==> config.mk <==
export PLATFORM = sky130hd
export DESIGN_NAME = multicycle_controller
export DESIGN_NICKNAME = d
export VERILOG_FILES = /design/src/rtl/multicycle_controller.sv
export SDC_FILE = /design/constraint.sdc
export NUM_CORES = 1
export LEC_CHECK = 0
export CORE_ASPECT_RATIO = 0.8
export CORE_MARGIN = 5
export CORE_UTILIZATION = 46
export DETAILED_ROUTE_END_ITERATION = 8
export PLACE_DENSITY = 0.76
export SLEW_MARGIN = 20
export SYNTH_ARGS = -nofsm -noshare
export SYNTH_HDL_FRONTEND = slang
export SYNTH_SLANG_ARGS = --single-unit
==> constraint.sdc <==
create_clock -name clk -period 4.3 [get_ports clk]
set_input_delay 0.43 -clock clk [delete_from_list [all_inputs] [get_ports clk]]
set_output_delay 0.43 -clock clk [all_outputs]
set_load 0.02 [all_outputs]
==> src/rtl/multicycle_controller.sv <==
//----------------------------------------------------------------------------
// multicycle_controller
//
// Sequencing FSM for the multicycle RV32 core. It walks the shared datapath
// (one ALU, one unified memory port, register file, IR/OldPC/ALUOut/Data
// registers) through fetch, decode, execute, memory and writeback for each
// instruction. It stalls on the memory ready handshake, traps on
// unsupported encodings and counts retired instructions.
//
// Ports:
//   clk                    single clock, all state changes on rising edge
//   rst_n                  synchronous active-low reset
//   opcode                 IR[6:0], stable from the cycle after fetch IRWrite
//   funct3                 IR[14:12]
//   zero                   ALU zero flag, same cycle
//   mem_ready              memory completes the current access this cycle
//   PCWrite                load PC with Result
//   AdrSrc                 memory address select: 0 = PC, 1 = Result
//   MemWrite               memory write strobe
//   IRWrite                load IR and OldPC
//   RegWrite               register-file write
//   WriteRegisterData_Src  1 = write ImmExt (LUI), 0 = Result
//   Result_src             00 = ALUOut, 01 = Data, 10 = ALUResult
//   ALU_srcA               00 = PC, 01 = OldPC, 10 = rs1
//   ALU_srcB               00 = rs2, 01 = ImmExt, 10 = constant 4
//   ALU_op                 000 ADD, 001 SUB, 010 R-type decode, 111 I-type
//   ImmSrc                 000 I, 001 S, 010 B, 011 J, 100 U
//   illegal_instr          sticky trap flag
//   instret                retired-instruction count
//----------------------------------------------------------------------------
module multicycle_controller #(
    parameter int INSTRET_W = 32
) (
    input  logic                 clk,
    input  logic                 rst_n,
    input  logic [6:0]           opcode,
    input  logic [2:0]           funct3,
    input  logic                 zero,
    input  logic                 mem_ready,
    output logic                 PCWrite,
    output logic                 AdrSrc,
    output logic                 MemWrite,
    output logic                 IRWrite,
    output logic                 RegWrite,
    output logic                 WriteRegisterData_Src,
    output logic [1:0]           Result_src,
    output logic [1:0]           ALU_srcA,
    output logic [1:0]           ALU_srcB,
    output logic [2:0]           ALU_op,
    output logic [2:0]           ImmSrc,
    output logic                 illegal_instr,
    output logic [INSTRET_W-1:0] instret
);

    // Supported RV32 major opcodes.
    localparam logic [6:0] OP_LOAD   = 7'b0000011;
    localparam logic [6:0] OP_STORE  = 7'b0100011;
    localparam logic [6:0] OP_R      = 7'b0110011;
    localparam logic [6:0] OP_I      = 7'b0010011;
    localparam logic [6:0] OP_BRANCH = 7'b1100011;
    localparam logic [6:0] OP_JAL    = 7'b1101111;
    localparam logic [6:0] OP_LUI    = 7'b0110111;

    // Datapath select encodings.
    localparam logic [1:0] RES_ALUOUT  = 2'b00;
    localparam logic [1:0] RES_DATA    = 2'b01;
    localparam logic [1:0] RES_ALURES  = 2'b10;
    localparam logic [1:0] SRCA_PC     = 2'b00;
    localparam logic [1:0] SRCA_OLDPC  = 2'b01;
    localparam logic [1:0] SRCA_RS1    = 2'b10;
    localparam logic [1:0] SRCB_RS2    = 2'b00;
    localparam logic [1:0] SRCB_IMM    = 2'b01;
    localparam logic [1:0] SRCB_FOUR   = 2'b10;
    localparam logic [2:0] ALU_ADD     = 3'b000;
    localparam logic [2:0] ALU_SUB     = 3'b001;
    localparam logic [2:0] ALU_RTYPE   = 3'b010;
    localparam logic [2:0] ALU_ITYPE   = 3'b111;
    localparam logic [2:0] IMM_I       = 3'b000;
    localparam logic [2:0] IMM_S       = 3'b001;
    localparam logic [2:0] IMM_B       = 3'b010;
    localparam logic [2:0] IMM_J       = 3'b011;
    localparam logic [2:0] IMM_U       = 3'b100;

    typedef enum logic [3:0] {
        S_FETCH,
        S_DECODE,
        S_MEMADR,
        S_MEMREAD,
        S_MEMWB,
        S_MEMWRITE,
        S_EXEC_R,
        S_EXEC_I,
        S_ALUWB,
        S_BRANCH,
        S_JAL,
        S_LUI,
        S_TRAP
    } state_t;

    state_t state;
    state_t state_next;

    // Ungated strobes; the outputs are these ANDed with rst_n so that no
    // architectural write can happen while reset is held.
    logic pc_write_raw;
    logic mem_write_raw;
    logic ir_write_raw;
    logic reg_write_raw;
    logic retire;

    //------------------------------------------------------------------------
    // State register
    //------------------------------------------------------------------------
    // NOTE: sequential state uses non-blocking assignments so every flop
    // samples the pre-edge values of its inputs, independent of block order.
    always_ff @(posedge clk) begin
        if (!rst_n) begin
            state <= S_FETCH;
        end else begin
            state <= state_next;
        end
    end

    //------------------------------------------------------------------------
    // Next-state logic
    //------------------------------------------------------------------------
    // NOTE: every combinational output gets a default before the case so no
    // path leaves a variable unassigned, which would infer a latch.
    always_comb begin
        state_next = state;
        unique case (state)
            S_FETCH: begin
                if (mem_ready) state_next = S_DECODE;
            end
            S_DECODE: begin
                unique case (opcode)
                    OP_LOAD, OP_STORE: state_next = S_MEMADR;
                    OP_R:              state_next = S_EXEC_R;
                    OP_I:              state_next = S_EXEC_I;
                    // Only BEQ/BNE are implemented; other branch kinds trap.
                    OP_BRANCH:         state_next = (funct3[2:1] == 2'b00) ? S_BRANCH : S_TRAP;
                    OP_JAL:            state_next = S_JAL;
                    OP_LUI:            state_next = S_LUI;
                    default:           state_next = S_TRAP;
                endcase
            end
            // opcode[5] separates store (0100011) from load (0000011).
            S_MEMADR:   state_next = opcode[5] ? S_MEMWRITE : S_MEMREAD;
            S_MEMREAD: begin
                if (mem_ready) state_next = S_MEMWB;
            end
            S_MEMWB:    state_next = S_FETCH;
            S_MEMWRITE: begin
                if (mem_ready) state_next = S_FETCH;
            end
            S_EXEC_R:   state_next = S_ALUWB;
            S_EXEC_I:   state_next = S_ALUWB;
            S_ALUWB:    state_next = S_FETCH;
            S_BRANCH:   state_next = S_FETCH;
            // JAL redirects the PC here and writes the link in ALUWB.
            S_JAL:      state_next = S_ALUWB;
            S_LUI:      state_next = S_FETCH;
            S_TRAP:     state_next = S_TRAP;
            default:    state_next = S_TRAP;
        endcase
    end

    //------------------------------------------------------------------------
    // Output logic
    //------------------------------------------------------------------------
    always_comb begin
        pc_write_raw          = 1'b0;
        AdrSrc                = 1'b0;
        mem_write_raw         = 1'b0;
        ir_write_raw          = 1'b0;
        reg_write_raw         = 1'b0;
        WriteRegisterData_Src = 1'b0;
        Result_src            = RES_ALUOUT;
        ALU_srcA              = SRCA_PC;
        ALU_srcB              = SRCB_RS2;
        ALU_op                = ALU_ADD;
        illegal_instr         = 1'b0;
        unique case (state)
            S_FETCH: begin
                // PC+4 is computed and written back in the same cycle the
                // instruction word arrives.
                AdrSrc       = 1'b0;
                ALU_srcA     = SRCA_PC;
                ALU_srcB     = SRCB_FOUR;
                ALU_op       = ALU_ADD;
                Result_src   = RES_ALURES;
                ir_write_raw = mem_ready;
                pc_write_raw = mem_ready;
            end
            S_DECODE: begin
                // Speculative branch/jump target OldPC+imm into ALUOut.
                ALU_srcA = SRCA_OLDPC;
                ALU_srcB = SRCB_IMM;
                ALU_op   = ALU_ADD;
            end
            S_MEMADR: begin
                ALU_srcA = SRCA_RS1;
                ALU_srcB = SRCB_IMM;
                ALU_op   = ALU_ADD;
            end
            S_MEMREAD: begin
                AdrSrc     = 1'b1;
                Result_src = RES_ALUOUT;
            end
            S_MEMWB: begin
                Result_src    = RES_DATA;
                reg_write_raw = 1'b1;
            end
            S_MEMWRITE: begin
                // Strobe stays up through the stall until the ready cycle.
                AdrSrc        = 1'b1;
                Result_src    = RES_ALUOUT;
                mem_write_raw = 1'b1;
            end
            S_EXEC_R: begin
                ALU_srcA = SRCA_RS1;
                ALU_srcB = SRCB_RS2;
                ALU_op   = ALU_RTYPE;
            end
            S_EXEC_I: begin
                ALU_srcA = SRCA_RS1;
                ALU_srcB = SRCB_IMM;
                ALU_op   = ALU_ITYPE;
            end
            S_ALUWB: begin
                Result_src    = RES_ALUOUT;
                reg_write_raw = 1'b1;
            end
            S_BRANCH: begin
                // rs1-rs2 sets zero; funct3[0] inverts the sense for BNE.
                ALU_srcA     = SRCA_RS1;
                ALU_srcB     = SRCB_RS2;
                ALU_op       = ALU_SUB;
                Result_src   = RES_ALUOUT;
                pc_write_raw = zero ^ funct3[0];
            end
            S_JAL: begin
                // PC <= target held in ALUOut while the ALU forms OldPC+4.
                ALU_srcA     = SRCA_OLDPC;
                ALU_srcB     = SRCB_FOUR;
                ALU_op       = ALU_ADD;
                Result_src   = RES_ALUOUT;
                pc_write_raw = 1'b1;
            end
            S_LUI: begin
                reg_write_raw         = 1'b1;
                WriteRegisterData_Src = 1'b1;
            end
            S_TRAP: begin
                illegal_instr = 1'b1;
            end
            default: begin
                illegal_instr = 1'b1;
            end
        endcase
    end

    assign PCWrite  = pc_write_raw  & rst_n;
    assign MemWrite = mem_write_raw & rst_n;
    assign IRWrite  = ir_write_raw  & rst_n;
    assign RegWrite = reg_write_raw & rst_n;

    // Immediate format follows the opcode in every state except FETCH, where
    // IR still holds the previous instruction.
    always_comb begin
        ImmSrc = IMM_I;
        if (state != S_FETCH) begin
            unique case (opcode)
                OP_STORE:  ImmSrc = IMM_S;
                OP_BRANCH: ImmSrc = IMM_B;
                OP_JAL:    ImmSrc = IMM_J;
                OP_LUI:    ImmSrc = IMM_U;
                default:   ImmSrc = IMM_I;
            endcase
        end
    end

    //------------------------------------------------------------------------
    // Retired-instruction counter
    //------------------------------------------------------------------------
    // An instruction retires on the edge leaving its last state; a store's
    // last state is MEMWRITE, left only on the ready cycle.
    assign retire = (state == S_MEMWB)  || (state == S_ALUWB) ||
                    (state == S_BRANCH) || (state == S_LUI)   ||
                    ((state == S_MEMWRITE) && mem_ready);

    always_ff @(posedge clk) begin
        if (!rst_n) begin
            instret <= '0;
        end else if (retire) begin
            instret <= instret + INSTRET_W'(1);
        end
    end

endmodule

==> results.sh, run 1 <==
export IMPL_netlist_area_mm2=0.00248
export IMPL_numCtsBuffers=5
export IMPL_powerDensity_mw_per_mm2=286
export IMPL_fin_ws_ns=1.37
export IMPL_crit_arrival_ns=2.50
export IMPL_htree_levels=2
export IMPL_fmax_mhz=342
export IMPL_cp_slowest_cell="clkdlybuf4s50_1"
export IMPL_vias=2474
export IMPL_ctsResizeCount=0
export IMPL_timing_rr_start="instret[3]"
export IMPL_synth_seq_cells=36
export IMPL_setup_worst_path_start_class="primary input"
export IMPL_ir_drop_v=0.000157
export IMPL_hpwl_um=4390
export IMPL_drt_iter0_drc=143
export IMPL_via_per_inst=5.85
export IMPL_ys_seq_area_frac=0.290
export IMPL_worst_slew_pin_slew_ns=0.904
export IMPL_grt_max_degree=49
export IMPL_cts_hold_buffers=0
export IMPL_crit_top_cell="clkdlybuf4s50_1"
export IMPL_clkLatencyLatePin_ns=0.29
export IMPL_synthArstFlopShare=0
export IMPL_place_gp_congestion=0.773
export IMPL_ys_types=48
export IMPL_wirelength_um=6460
export IMPL_routedWlPerCell_um=15.3
export IMPL_areaGrowthSynthToFinish_pct=30.4
export IMPL_final_hold_viol_count=0
export IMPL_slew_headroom=0.398
export IMPL_netlist_instances=310
export IMPL_drive_gt1_frac=0.0748
export IMPL_dpl_cell_area_mm2=0.00311
export IMPL_finalPower_uw=925
export IMPL_worstReg2RegEnd="instret[24]"
export IMPL_crit_path_end_kind="output pin"
export IMPL_cts_post_setup_buffers_inserted=0
export IMPL_rsz0062_at_grt="no"
export IMPL_r2r_setup_slack_ns=1.81
export IMPL_tns_ns=0
export IMPL_clk_pin_slew_ns=0.07
export IMPL_yosys_area_top_type_share=0.290
export IMPL_hold_path_class="reg -> reg"
export IMPL_design_area_mm2=0.00324
export IMPL_grt_pass1_vias=2227
export IMPL_clockBufferDepth=2
export IMPL_maxSlewViolCount=0
export IMPL_cts_sinks=36
export IMPL_nNetsFinal=375
export IMPL_hp_start="instret[31]"
export IMPL_crit_path_max_incr_delay_ns=0.68
export IMPL_first_pass_iters=4
export IMPL_synth_largest_area_cell="dfxtp_1"
export IMPL_maxCapViolCount=0
export IMPL_status="completed"
export IMPL_core_area_mm2=0.00512
export IMPL_drtAntennaViolNets=0
export IMPL_cp_max_fo=10
export IMPL_post_place_ws_ns=1.42
export IMPL_drt_drc_violations_left=0
export IMPL_track_usage=0.189
export IMPL_yosys_warnings=0
export IMPL_reg2regPathDepth=4
export IMPL_syn_nets=325
export IMPL_core_rowCount=23
export IMPL_synth_area_leaders="dfxtp_1 (29%), mux2i_1 (9.3%), nand2b_1 (7.3%), nand2_1 (6.8%), a2111oi_2 (3.6%)"
export IMPL_post_route_period_util=0.680
export IMPL_io_buffer_count=64
export IMPL_diodes=0
export IMPL_hold_ws_ns=0.471
export IMPL_synth_ff_type="dfxtp_1"
export IMPL_worstSetupPathType="in -> out"
export IMPL_crit_chain="clkdlybuf4s50_1 -> or3_1 -> a2111oi_0 -> clkdlybuf4s50_1"
export IMPL_final_util=0.632
export IMPL_grt_pass1_wl_um=10600
export IMPL_die_area_mm2=0.00697
export IMPL_p_leak_nw=0.983
export IMPL_cp_required_ns=3.87
export IMPL_setup_viol=0
export IMPL_crit_start="opcode[3]"
export IMPL_overflow=0
export IMPL_synth_edf_count=0
export IMPL_setup_worst_path_end="ImmSrc[0]"
export IMPL_antenna_found_initial=0
export IMPL_min_period_ns=2.93
export IMPL_ys_top_cells_by_count="nand2_1 (45), dfxtp_1 (36), nand2b_1 (29), mux2i_1 (23), nor2_1 (15)"
export IMPL_cts_root_buf="clkbuf_8"
export IMPL_layout_cells_non_filler=423
export IMPL_synth_most_common_cell="nand2_1"
export IMPL_clock_skew_ns=0.00510
export IMPL_place_inst=415
export IMPL_cts_tree="yes"
export IMPL_n_fill_cell=457
export IMPL_boundaryPins=65
export IMPL_fp_dieW_um=92.1
export IMPL_die_h_um=75.7
export IMPL_initial_core_util=0.484
export IMPL_syn_area_per_cell_um2=8.00
-- cell usage in the layout (no fill, tap or decap), types with 2 or more instances in the layout --
cell type | synthesis | routed
nor3_1 | 7 | 7
and2_1 | 2 | 2
and4_1 | 4 | 4
a2111oi_2 | 6 | 6
dfxtp_1 | 36 | 36
nor4b_2 | 2 | 2
nand4_1 | 3 | 3
a21oi_1 | 14 | 14
buf_4 | 0 | 2
clkdlybuf4s50_1 | 0 | 64
o21a_1 | 2 | 2
o31ai_1 | 9 | 9
xnor2_1 | 4 | 4
nor4_2 | 7 | 7
o21ai_0 | 9 | 9
nor2b_1 | 3 | 3
or3_1 | 3 | 3
inv_1 | 9 | 9
nand2b_1 | 29 | 29
or4_1 | 10 | 10
nor2_1 | 15 | 15
nor4_1 | 6 | 6
mux2i_1 | 23 | 23
clkbuf_8 | 0 | 7
nand3_1 | 12 | 12
a2111oi_1 | 3 | 3
xor2_1 | 2 | 2
nand2_1 | 45 | 45
a31oi_1 | 4 | 4
-- cell families after synthesis --
group / synth area share
adders and majority gates: 0.00504
buffers and inverters: 0.0560
xor gates and xnor gates: 0.0212
muxes: 0.0928
AOI/OAI and AO/OA: 0.168
and+or+nand+nor: 0.366
DFF: 0.290
-- worst min path at each step --
stage / end / slack (ns) / depth (start not counted)
after global placement: instret[31] / 0.46 / 2
after CTS: instret[31] / 0.47 / 2
after global routing: instret[17] / 0.51 / 2
after detailed placement: instret[31] / 0.46 / 2
after floorplan: instret[31] / 0.54 / 2
final: instret[31] / 0.47 / 2
-- worst max-delay path: cells and delay by family --
| kind | cells | cell delay (ns) |
|---|---|---|
| AND/OR/NAND/NOR | 1 | 0.43 |
| buffers and inverters | 2 | 1.24 |
| AO/OA/AOI/OAI | 1 | 0.39 |
-- area by class of cell --
type | instances | area [um2] | share of cell area
timing repair buffer | 66 | 656 | 0.203
clock inverter | 1 | 30.0 | 0.00928
sequential | 36 | 721 | 0.223
tap | 62 | 77.6 | 0.0240
multi-input combinational | 242 | 1620 | 0.501
clock buffer | 7 | 96.3 | 0.0298
inverter | 9 | 33.8 | 0.0104
-- layer usage --
layer,GRT usage,vias up,routed length (um)
li1,-,1234,-
met1,0.258,1154,3060
met2,0.288,78,2890
met3,0.0573,8,425
met4,0.0643,0,80
met5,0,-,0
-- registers in the layout, indices dropped and copies added (netlist names) --
register and flops:
state 4, instret 32
-- where the power goes --
part	total (mW)	internal (mW)	switching, mW
logic	0.219	0.0936	0.126
registers	0.370	0.342	0.0286
clock network	0.335	0.205	0.130
Power figures use the tool's default switching activity.
==> inputs of run 2 (changes only) <==
clock period = 2.8 ns   (was 4.3 ns; I/O delays follow)
==> run 2 against run 1 <==
Effect of this change:
- sequential share of layout area decreased by 0.43 points
- final area rose by 2.0%
- routed wire length increased by 0.29%
- via count up 1.3%
- utilization increased by 1.2 points
==> results.sh, run 2 (same netlist as run 1, synthesis figures left out) <==
export IMPL_status="completed"
export IMPL_final_util=0.644
export IMPL_antenna_found_initial=0
export IMPL_vias=2507
export IMPL_drt_drc_violations_left=0
export IMPL_p_leak_nw=1.03
export IMPL_io_buffer_count=64
export IMPL_power_switching_uw=434
export IMPL_place_gp_congestion=0.801
export IMPL_numCtsBuffers=5
export IMPL_hold_ws_ns=0.478
export IMPL_boundaryPins=65
export IMPL_areaGrowthSynthToFinish_pct=33.0
export IMPL_core_area_mm2=0.00512
export IMPL_ctsResizeCount=0
export IMPL_post_route_period_util=0.941
export IMPL_crit_arrival_ns=2.36
export IMPL_drt_iter0_drc=173
export IMPL_design_area_mm2=0.00330
export IMPL_grt_pass1_vias=2276
export IMPL_clk_pin_slew_ns=0.08
export IMPL_ir_drop_v=0.000336
export IMPL_cts_post_setup_buffers_inserted=0
export IMPL_cts_root_buf="clkbuf_8"
export IMPL_worstSetupPathType="reg -> out"
export IMPL_dpl_cell_area_mm2=0.00319
export IMPL_worst_slew_pin_slew_ns=1.05
export IMPL_switching_share=0.313
export IMPL_die_h_um=75.7
export IMPL_via_per_inst=5.78
export IMPL_diodes=0
export IMPL_combPwrFrac=0.276
export IMPL_maxCapViolCount=0
export IMPL_final_cell_mix="clkdlybuf4s50_1 (64), nand2_1 (45), dfxtp_1 (36)"
export IMPL_crit_path_end_kind="output pin"
export IMPL_p_seq_frac=0.393
export IMPL_largest_reg_flops=32
export IMPL_tns_ns=0
export IMPL_final_common_cell="clkdlybuf4s50_1"
export IMPL_grt_max_degree=48
export IMPL_grt_pass1_wl_um=10800
export IMPL_top_register="instret"
export IMPL_cp_required_ns=2.52
export IMPL_rsz0062_at_grt="no"
export IMPL_n_fill_cell=453
export IMPL_drtAntennaViolNets=0
export IMPL_maxSlewViolCount=0
export IMPL_wirelength_um=6480
export IMPL_fp_dieW_um=92.1
export IMPL_top_regs="instret x32, state x4"
export IMPL_die_area_mm2=0.00697
export IMPL_hpwl_um=4810
export IMPL_routedWlPerCell_um=14.9
export IMPL_first_pass_iters=5
export IMPL_setup_viol=0
export IMPL_clockBufferDepth=2
export IMPL_setup_worst_path_start_class="flip-flop"
export IMPL_cts_sinks=36
export IMPL_clock_skew_ns=0.00623
export IMPL_cts_hold_buffers=0
export IMPL_htree_levels=2
export IMPL_cts_tree="yes"
export IMPL_initial_core_util=0.484
export IMPL_drive_gt1_frac=0.0995
export IMPL_p_int_uw=952
export IMPL_min_period_ns=2.64
export IMPL_track_usage=0.190
export IMPL_hold_path_class="reg -> reg"
export IMPL_final_hold_viol_count=0
export IMPL_p_clk_frac=0.331
export IMPL_nNetsFinal=386
export IMPL_core_rowCount=23
export IMPL_slew_headroom=0.300
export IMPL_cp_max_fo=12
export IMPL_clkLatencyLatePin_ns=0.29
export IMPL_powerDensity_mw_per_mm2=420
export IMPL_fmax_mhz=379
export IMPL_overflow=0
export IMPL_finalPower_mw=1.39
## run 2: cell types whose count changed in the layout (fill, tap and decap cells not counted)
cell,previous run,this run
buf_4,2,13
clkbuf_8,7,5
clkbuf_1,0,1
clkinv_2,0,1
## run 2: through the flow
step	cells	setup slack [ns]
6_report	434	0.164
5_1_grt	434	0.0135
4_1_cts	434	0.168
3_5_place_dp	426	0.213
3_3_place_gp	426	0.289
2_1_floorplan	310	0.503
## run 2: power groups by stage
| stage | sequential (mW) | clock (mW) | combinational, mW |
|---|---|---|---|
| floorplan | 0.554 | 0 | 0.237 |
| CTS | 0.545 | 0.464 | 0.382 |
| detailed placement | 0.557 | 0 | 0.381 |
| global route | 0.549 | 0.483 | 0.418 |
| finish | 0.545 | 0.459 | 0.382 |
| global placement | 0.556 | 0 | 0.378 |
## run 2: cell type report
type	count	area (um2)	area share
clock buffer	6	72.6	0.0220
tap	62	77.6	0.0235
inverter	9	33.8	0.0102
clock inverter	2	35.0	0.0106
multi-input combinational	242	1620	0.491
sequential	36	721	0.218
timing repair buffer	77	738	0.224
## run 2: worst max-delay path, cell delays in order, from the launching register on
cell             delay [ns]
dfxtp_1                0.54
buf_4                  0.24
nor4_1                 0.07
buf_4                  0.15
a2111oi_0              0.39
clkdlybuf4s50_1        0.68
## run 2: final timing paths
path	slack (ns)	depth (start not counted)	endpoint	start
hold / removal	0.48	2	instret[31]	instret[31]
setup reg to reg	0.46	5	instret[27]	state[3]
hold reg to reg	0.48	2	instret[31]	instret[31]
setup / recovery	0.16	5	ImmSrc[0]	state[3]
## run 2: routing by layer
metal	part of all wire	routed length, um	global-route usage
met1	0.49	3190	0.265
met4	0.0083	54	0.0379
met5	0	0	0
met3	0.056	365	0.0454
met2	0.44	2870	0.303
==> inputs of run 3 (changes only) <==
CORE_ASPECT_RATIO = 1.2   (was 0.8)
==> run 3 against run 2 <==
Effect of this change:
- die area is essentially flat
- first-iteration DRC count shrank 25%
- register-to-register slack better by 0.10 ns
- highest routed layer unchanged
==> results.sh, run 3 (same netlist as run 1, synthesis figures left out) <==
export IMPL_status="completed"
export IMPL_cts_post_setup_buffers_inserted=0
export IMPL_crit_path_end_kind="output pin"
export IMPL_hp_start="instret[31]"
export IMPL_place_gp_congestion=0.838
export IMPL_hpwl_um=4530
export IMPL_final_util=0.626
export IMPL_core_area_mm2=0.00526
export IMPL_final_common_cell="clkdlybuf4s50_1"
export IMPL_crit_path_max_incr_delay_ns=0.68
export IMPL_vias=2505
export IMPL_drt_iter0_drc=129
export IMPL_areaGrowthSynthToFinish_pct=32.8
export IMPL_maxSlewViolCount=0
export IMPL_slew_headroom=0.414
export IMPL_io_buffer_count=64
export IMPL_fp_dieW_um=77.0
export IMPL_cts_hold_buffers=0
export IMPL_core_rowCount=29
export IMPL_design_area_mm2=0.00330
export IMPL_drt_drc_violations_left=0
export IMPL_ctsResizeCount=0
export IMPL_diodes=0
export IMPL_top_regs="instret x32, state x4"
export IMPL_worstReg2RegEnd="instret[19]"
export IMPL_finalPower_mw=1.34
export IMPL_antenna_found_initial=0
export IMPL_routedWlPerCell_um=14.5
export IMPL_track_usage=0.176
export IMPL_whs_endpoint="instret[31]"
export IMPL_via_per_inst=5.77
export IMPL_grt_pass1_wl_um=10500
export IMPL_tns_ns=0
export IMPL_n_fill_cell=476
export IMPL_layout_cells_non_filler=434
export IMPL_reg2regPathDepth=5
export IMPL_setup_worst_path_start_class="primary input"
export IMPL_first_pass_iters=4
export IMPL_cp_slowest_cell="clkdlybuf4s50_1"
export IMPL_largest_reg_flops=32
export IMPL_hold_path_class="reg -> reg"
export IMPL_post_place_ws_ns=0.241
export IMPL_top_register="instret"
export IMPL_drtAntennaViolNets=0
export IMPL_overflow=0
export IMPL_crit_arrival_ns=2.25
export IMPL_crit_chain="clkdlybuf4s50_1 -> or3_1 -> a2111oi_0 -> clkdlybuf4s50_1"
export IMPL_die_h_um=90.5
export IMPL_ir_drop_v=0.000217
export IMPL_die_area_mm2=0.00697
export IMPL_crit_top_cell="clkdlybuf4s50_1"
export IMPL_final_cell_mix="clkdlybuf4s50_1 (64), nand2_1 (45), dfxtp_1 (36)"
export IMPL_setup_viol=0
export IMPL_rsz0062_at_grt="no"
export IMPL_p_leak_nw=1.03
export IMPL_worstSetupPathType="in -> out"
export IMPL_fin_ws_ns=0.267
export IMPL_post_route_period_util=0.905
export IMPL_cts_tree="yes"
export IMPL_clkLatencyLatePin_ns=0.28
export IMPL_nNetsFinal=387
export IMPL_cts_root_buf="clkbuf_8"
export IMPL_timing_rr_start="state[3]"
export IMPL_worst_slew_pin_slew_ns=0.877
export IMPL_powerDensity_mw_per_mm2=405
export IMPL_final_hold_viol_count=0
export IMPL_initial_core_util=0.472
export IMPL_clock_skew_ns=0.00351
export IMPL_holdPathStages=2
export IMPL_place_inst=427
export IMPL_boundaryPins=65
export IMPL_maxCapViolCount=0
export IMPL_r2r_setup_slack_ns=0.56
export IMPL_dpl_cell_area_mm2=0.00320
export IMPL_clockBufferDepth=2
export IMPL_hold_ws_ns=0.468
export IMPL_drive_gt1_frac=0.102
export IMPL_min_period_ns=2.53
export IMPL_cp_max_fo=7
export IMPL_htree_levels=2
export IMPL_cts_sinks=36
export IMPL_wirelength_um=6270
export IMPL_grt_max_degree=48
export IMPL_fmax_mhz=395
export IMPL_clk_pin_slew_ns=0.07
export IMPL_grt_pass1_vias=2284
export IMPL_numCtsBuffers=5
export IMPL_cp_required_ns=2.52
## run 3: cell types whose count changed in the layout (fill, tap and decap cells not counted)
cell,before,now
clkbuf_1,1,0
clkbuf_8,5,7
buf_4,13,14
bufinv_16,1,0
clkinv_2,1,0
## run 3: layout make-up
class                      instances  area, um2  area share
multi-input combinational        242       1620       0.492
sequential                        36        721       0.219
tap                               62       77.6      0.0235
timing repair buffer              78        746       0.226
inverter                           9       33.8      0.0103
clock buffer                       7       96.3      0.0292
## run 3: worst max-delay path by stage
stage | from | endpoint | cells past startpoint
final | opcode[2] | ImmSrc[0] | 4
after global placement | opcode[2] | ImmSrc[0] | 4
after detailed placement | opcode[2] | ImmSrc[0] | 4
after global routing | opcode[2] | ImmSrc[0] | 4
after floorplan | state[3] | PCWrite | 4
after CTS | opcode[2] | ImmSrc[0] | 4
## run 3: per-layer routing
layer  vias to the layer above  part of all wire  GRT usage
met1                      1150              0.44      0.226
met4                         0             0.017     0.0774
met5                         -                 0          0
met2                        85              0.48      0.285
met3                         9             0.059     0.0329
li1                       1261                 -          -
## run 3: worst max-delay path: cells and delay by family
kind | cells | cell delay [ns]
compound gates | 1 | 0.37
simple gates | 1 | 0.43
buf+inv | 2 | 1.18
## run 3: where the power goes
| part | internal [mW] | switching, mW |
|---|---|---|
| registers | 0.525 | 0.0205 |
| clock network | 0.219 | 0.184 |
| logic | 0.168 | 0.220 |
==> edit 1, RTL diff (settings of run 3) <==
Reset style: asynchronous (`rst_n`), changed in 2 clocked blocks. Comments in the files are not updated.
--- a/src/rtl/multicycle_controller.sv
+++ b/src/rtl/multicycle_controller.sv
@@ -114,5 +114,5 @@
     // NOTE: sequential state uses non-blocking assignments so every flop
     // samples the pre-edge values of its inputs, independent of block order.
-    always_ff @(posedge clk) begin
+    always_ff @(posedge clk or negedge rst_n) begin
         if (!rst_n) begin
             state <= S_FETCH;
@@ -290,5 +290,5 @@
                     ((state == S_MEMWRITE) && mem_ready);
 
-    always_ff @(posedge clk) begin
+    always_ff @(posedge clk or negedge rst_n) begin
         if (!rst_n) begin
             instret <= '0;
Behaviour: differs if rst_n is asserted again (counterexample within 4 cycles, from zero or initial values and one cycle with rst_n low); with rst_n held inactive, the same outputs for 10 cycles.
==> edit 1 against run 3 <==
- synthesized area is 4.2% lower
- largest cell class unchanged
- sequential cell count unchanged
- clock skew is 2.4 ps higher
- cell area shrank 2.4%
- setup slack better by 55 ps
- critical endpoint unchanged
- worst hold slack got worse by 110 ps
- routed wire length decreased by 6.9%
Power is not compared: it rests on default switching activity, and its combinational part moved more than twofold at a synthesized area within 25%.
==> edit 1: results (changes against run 3) <==
Cell variety after synth = 49 (+2.1%)
worst hold slack = 362 ps (-107 ps)
Final Net Count = 325 (-16%)
Leak = 1.10 nW
setup slack, reg-to-reg = 560 ps (about the same)
dpl cells = 362 (-15%)
yosys warns = 0 (unchanged)
slowest stage delay, CP = 640 ps (-40 ps)
antenna violations before repair = 0 (unchanged)
Clk Latency, worst-skew pair = 290 ps
Pre-Repair DR Iteration Count = 4 (unchanged)
diode count = 0 (unchanged)
H-tree depth = 2 (unchanged)
Reg2Reg Depth = 5 (unchanged)
R2R Path End = instret[9]
layout cell share with drive strength beyond 1 = 13.5% (+3.3 points)
clk slew on worst S/H paths = 70 ps (about the same)
Max Freq = 0.404 GHz (+2.2%)
top cells by count, synth = dfrtp_1, xor2_1, nand2_1
status = complete, no violations
global-route wire length before repair = 10,000 um (-4.6%)
Post-Synthesis Net Count = 257 (-21%)
Max IR drop VDD = 0.414 mV
Slew headroom = 39.3% (-2.2 points)
clock root cell = clkbuf_8
total CTS buffers = 5 (unchanged)
Post-CTS Setup Repair Bufs = 0 (unchanged)
largest net degree at the start of global routing = 33 (-31%)
Total Neg Setup Slack = 0 ps (unchanged)
Synth async-reset ratio = 100% (+100 points)
Crit Path Max Fanout = 8 (+1)
Non-Filler Instances = 371 (-15%)
wire per inst = 15.8 um (+9.0%)
via/cell ratio = 5.62 (-2.6%)
hold crit path type = in2async
Seq/Total Area, Yosys = 37.9% (+8.8 points)
arrival time at the worst endpoint = 2200 ps (-50 ps)
top flop regs = instret (32), state (4)
reg2reg start = state[1]
total track usage = 18.8% (+1.2 points)
Max Clock Skew = 5.95 ps (+2.44 ps)
synthesized area per cell = 9.82 um2 (+23%)
DPL Wire Length = 4320 um (-4.8%)
slowest stage cell, crit path = clkdlybuf4s50_1
top cells by area, synth = dfrtp_1, xor2_1, nor4_2
Max clock buf depth = 2 (unchanged)
initial DRC count = 76 (-41%)
Placement Setup Slack = 316 ps (+75.3 ps)
placer's final routability congestion estimate = 0.856 (+2.1%)
IO buf count = 64 (unchanged)
vias in the first global route = 2,114 (-7.4%)
[edit 1: changes by cell type in the layout (fill, tap and decap cells not counted), sizes merged, moves of 9 or more]
cell    before  now
dfrtp        0   36
dfxtp       36    0
nand2b      29    5
nand2       45   23
xor2         2   24
mux2i       23    2
a21oi       14    4
o31ai        9    0
or4         10    1
[edit 1: layout make-up]
cell class / count / area [um2]
clock inverter: 1 / 30.0
clock buffer: 7 / 96.3
inverter: 4 / 15.0
multi-input combinational: 188 / 1380
sequential: 36 / 901
tap: 60 / 75.1
timing repair buffer: 75 / 721
fill: 412 / 1760
[edit 1: logic make-up after synthesis]
kind of cell             Yosys count  share of synthesized area (%)
AO/OA/AOI/OAI                     33                           11.9
XOR/XNOR                          36                           13.3
adder cells (fa/ha/maj)            1                          0.526
buffers and inverters             18                           4.10
flip-flops                        36                           37.9
multiplexers                       2                          0.842
AND/OR/NAND/NOR                  116                           31.5
[edit 1: per-stage QoR]
stage	instance area [um2]	util [%]
3_3_place_gp	3080	61.9
5_1_grt	3220	64.7
4_1_cts	3220	64.7
3_5_place_dp	3080	61.9
6_report	3220	64.7
2_1_floorplan	2380	-
[edit 1: what timing repair did]
item	4_1_cts	5_1_grt
hold buffers	1	0
hold endpoints to repair	4	0
gates resized for setup	0	0
[edit 1: power by group]
group / switching (W) / leakage, nW / internal [W]
Sequential: 0.0000783 / 0.386 / 0.000578
Combinational: 0.000555 / 0.652 / 0.000416
Clock: 0.000191 / 0.0645 / 0.000314
[edit 1: worst max path at each step]
stage                    from   endpoint  cells after the start
CTS                 opcode[5]  ImmSrc[0]                      4
floorplan            state[0]    PCWrite                      4
detailed placement  opcode[5]  ImmSrc[0]                      4
finish              opcode[5]  ImmSrc[0]                      4
global route         state[1]    PCWrite                      6
global placement    opcode[5]  ImmSrc[0]                      4
[edit 1: routing by layer]
| metal | global-route usage (%) | wire [um] | up-vias |
|---|---|---|---|
| met3 | 3.75 | 278 | 4 |
| li1 | - | - | 1025 |
| met4 | 5.09 | 41 | 0 |
| met2 | 31.6 | 3050 | 46 |
| met5 | 0 | 0 | - |
| met1 | 24.6 | 2480 | 1011 |
[edit 1: worst max-delay path, delay by kind of cell]
| kind | cells | cell delay (ps) |
|---|---|---|
| buf+inv | 2 | 1220 |
| simple gates | 1 | 500 |
| compound gates | 1 | 190 |
==> edit 2, RTL diff (config.mk and constraints of run 3) <==
Made on the original files. Set the parameter `INSTRET_W` to 16 (it was 32).
--- a/src/rtl/multicycle_controller.sv
+++ b/src/rtl/multicycle_controller.sv
@@ -30,5 +30,5 @@
 //----------------------------------------------------------------------------
 module multicycle_controller #(
-    parameter int INSTRET_W = 32
+    parameter int INSTRET_W = 16
 ) (
     input  logic                 clk,
Interface: changed (resized instret); port bits go from 65 to 49. The function was not compared with the original's and may differ.
==> edit 2 against run 3 <==
- worst hold slack better by 23 ps
- sequential cell count fell by 16
- highest routed layer unchanged
- critical endpoint is now ImmSrc[2]
- cell area fell by 38%
- synthesized area shrank 41%
- final cell count shrank 35%
- core utilization grew 3.9 points
- setup slack worse by 160 ps
- routed wire length is 35% lower
- first-iteration DRC count shrank 16%
- power is 3.8% higher
- combinational power is 100% higher
==> edit 2: results (changes against run 3) <==
status = complete, no violations
Max Clock Skew = 3.32 ps (-0.183 ps)
Slew headroom = 62.7% (+21 points)
vias in the first global route = 1,578 (-31%)
total power = 0.00139 W (+3.8%)
top cells by count, synth = a21oi_1, dfxtp_1, nand2_1
Max IR drop VDD = 0.552 mV (+150%)
H-tree depth = 1 (-1)
Cell variety after synth = 46 (-4.2%)
Seq/Total Area, Yosys = 27.3% (-1.7 points)
IO buf count = 48 (-25%)
dpl cells = 276 (-35%)
post-synthesis compound-gate area fraction = 22.7% (+5.9 points)
DPL Wire Length = 3210 um (-29%)
xor/xnor share of the synthesized area = 4.78% (+2.7 points)
clock root cell = clkbuf_4
Reg2Reg Depth = 6 (+1)
via/cell ratio = 5.82 (+0.86%)
largest net degree at the start of global routing = 18 (-63%)
drt total wl = 4110 um (-35%)
CTS-repair resized insts = 0 (unchanged)
clk slew on worst S/H paths = 120 ps (+50 ps)
total CTS buffers = 3 (-2)
global-route wire length before repair = 6790 um (-35%)
total track usage = 19.2% (+1.6 points)
top cells by area, synth = dfxtp_1, a21oi_1, nand2_1
Non-Filler Instances = 280 (-35%)
Clk Latency, worst-skew pair = 310 ps (+30 ps)
placer's final routability congestion estimate = 0.853 (+1.7%)
top flop regs = instret (16), state (4)
initial DRC count = 108 (-16%)
Final Net Count = 260 (-33%)
mux cell area share after synthesis = 1.37% (-7.9 points)
Synth Area in Adders = 0.853% (+0.35 points)
Fillers = 279 (-41%)
synthesized area per cell = 7.37 um2 (-7.9%)
Post-Synthesis Net Count = 214 (-34%)
arrival time at the worst endpoint = 2410 ps (+160 ps)
Leak = 0.728 nW (-29%)
-- edit 2: worst max-delay path: stages, from the launching register on --
cell,delay [ps]
dfxtp_1,350
or2_1,270
nor3_1,120
or3b_1,450
nor4b_2,260
clkdlybuf4s50_1,650
-- edit 2: path summary, 6_finish.rpt --
check,startpoint,slack (ps),endpoint
min,instret[15],490,instret[15]
max,state[1],110,ImmSrc[2]
max reg2reg,state[2],690,instret[13]
min reg2reg,instret[15],490,instret[15]
-- edit 2: cells by family (layout without fill, tap and decap cells) --
family / count (synthesis) / after routing
AO/OA/AOI/OAI: 52 / 52
XOR/XNOR: 8 / 8
adder cells (fa/ha/maj): 1 / 1
buffers and inverters: 19 / 64
flip-flops: 20 / 20
multiplexers: 2 / 2
AND/OR/NAND/NOR: 97 / 97
-- edit 2: final cells by class --
class	count	area share (%)
clock buffers	3	1.11
clock inverters	1	1.48
inverters	5	0.924
well taps	36	2.22
flip-flops and latches	20	19.7
multi-input cells	160	48.3
repair buffers	55	26.2
-- edit 2: power breakdown --
part | internal (W) | switching, W
Clock | 0.000145 | 0.0000964
Combinational | 0.000339 | 0.000446
Sequential | 0.000313 | 0.0000485
Total | 0.000796 | 0.000591
-- edit 2: stage by stage --
stage / area (um2) / setup WS [ps] / hold WS [ps]
after floorplan: 1470 / 783 / 396
after global placement: 1980 / 369 / 463
after detailed placement: 1980 / 330 / 478
after CTS: 2030 / 111 / 496
after global routing: 2030 / 1.01 / 523
final: 2030 / 112 / 492
-- edit 2: layer usage --
metal | GRT usage [%] | wire [um]
met1 | 21.6 | 1650
met2 | 35.4 | 2260
met3 | 2.52 | 165
met4 | 6.60 | 31
met5 | 0 | 0
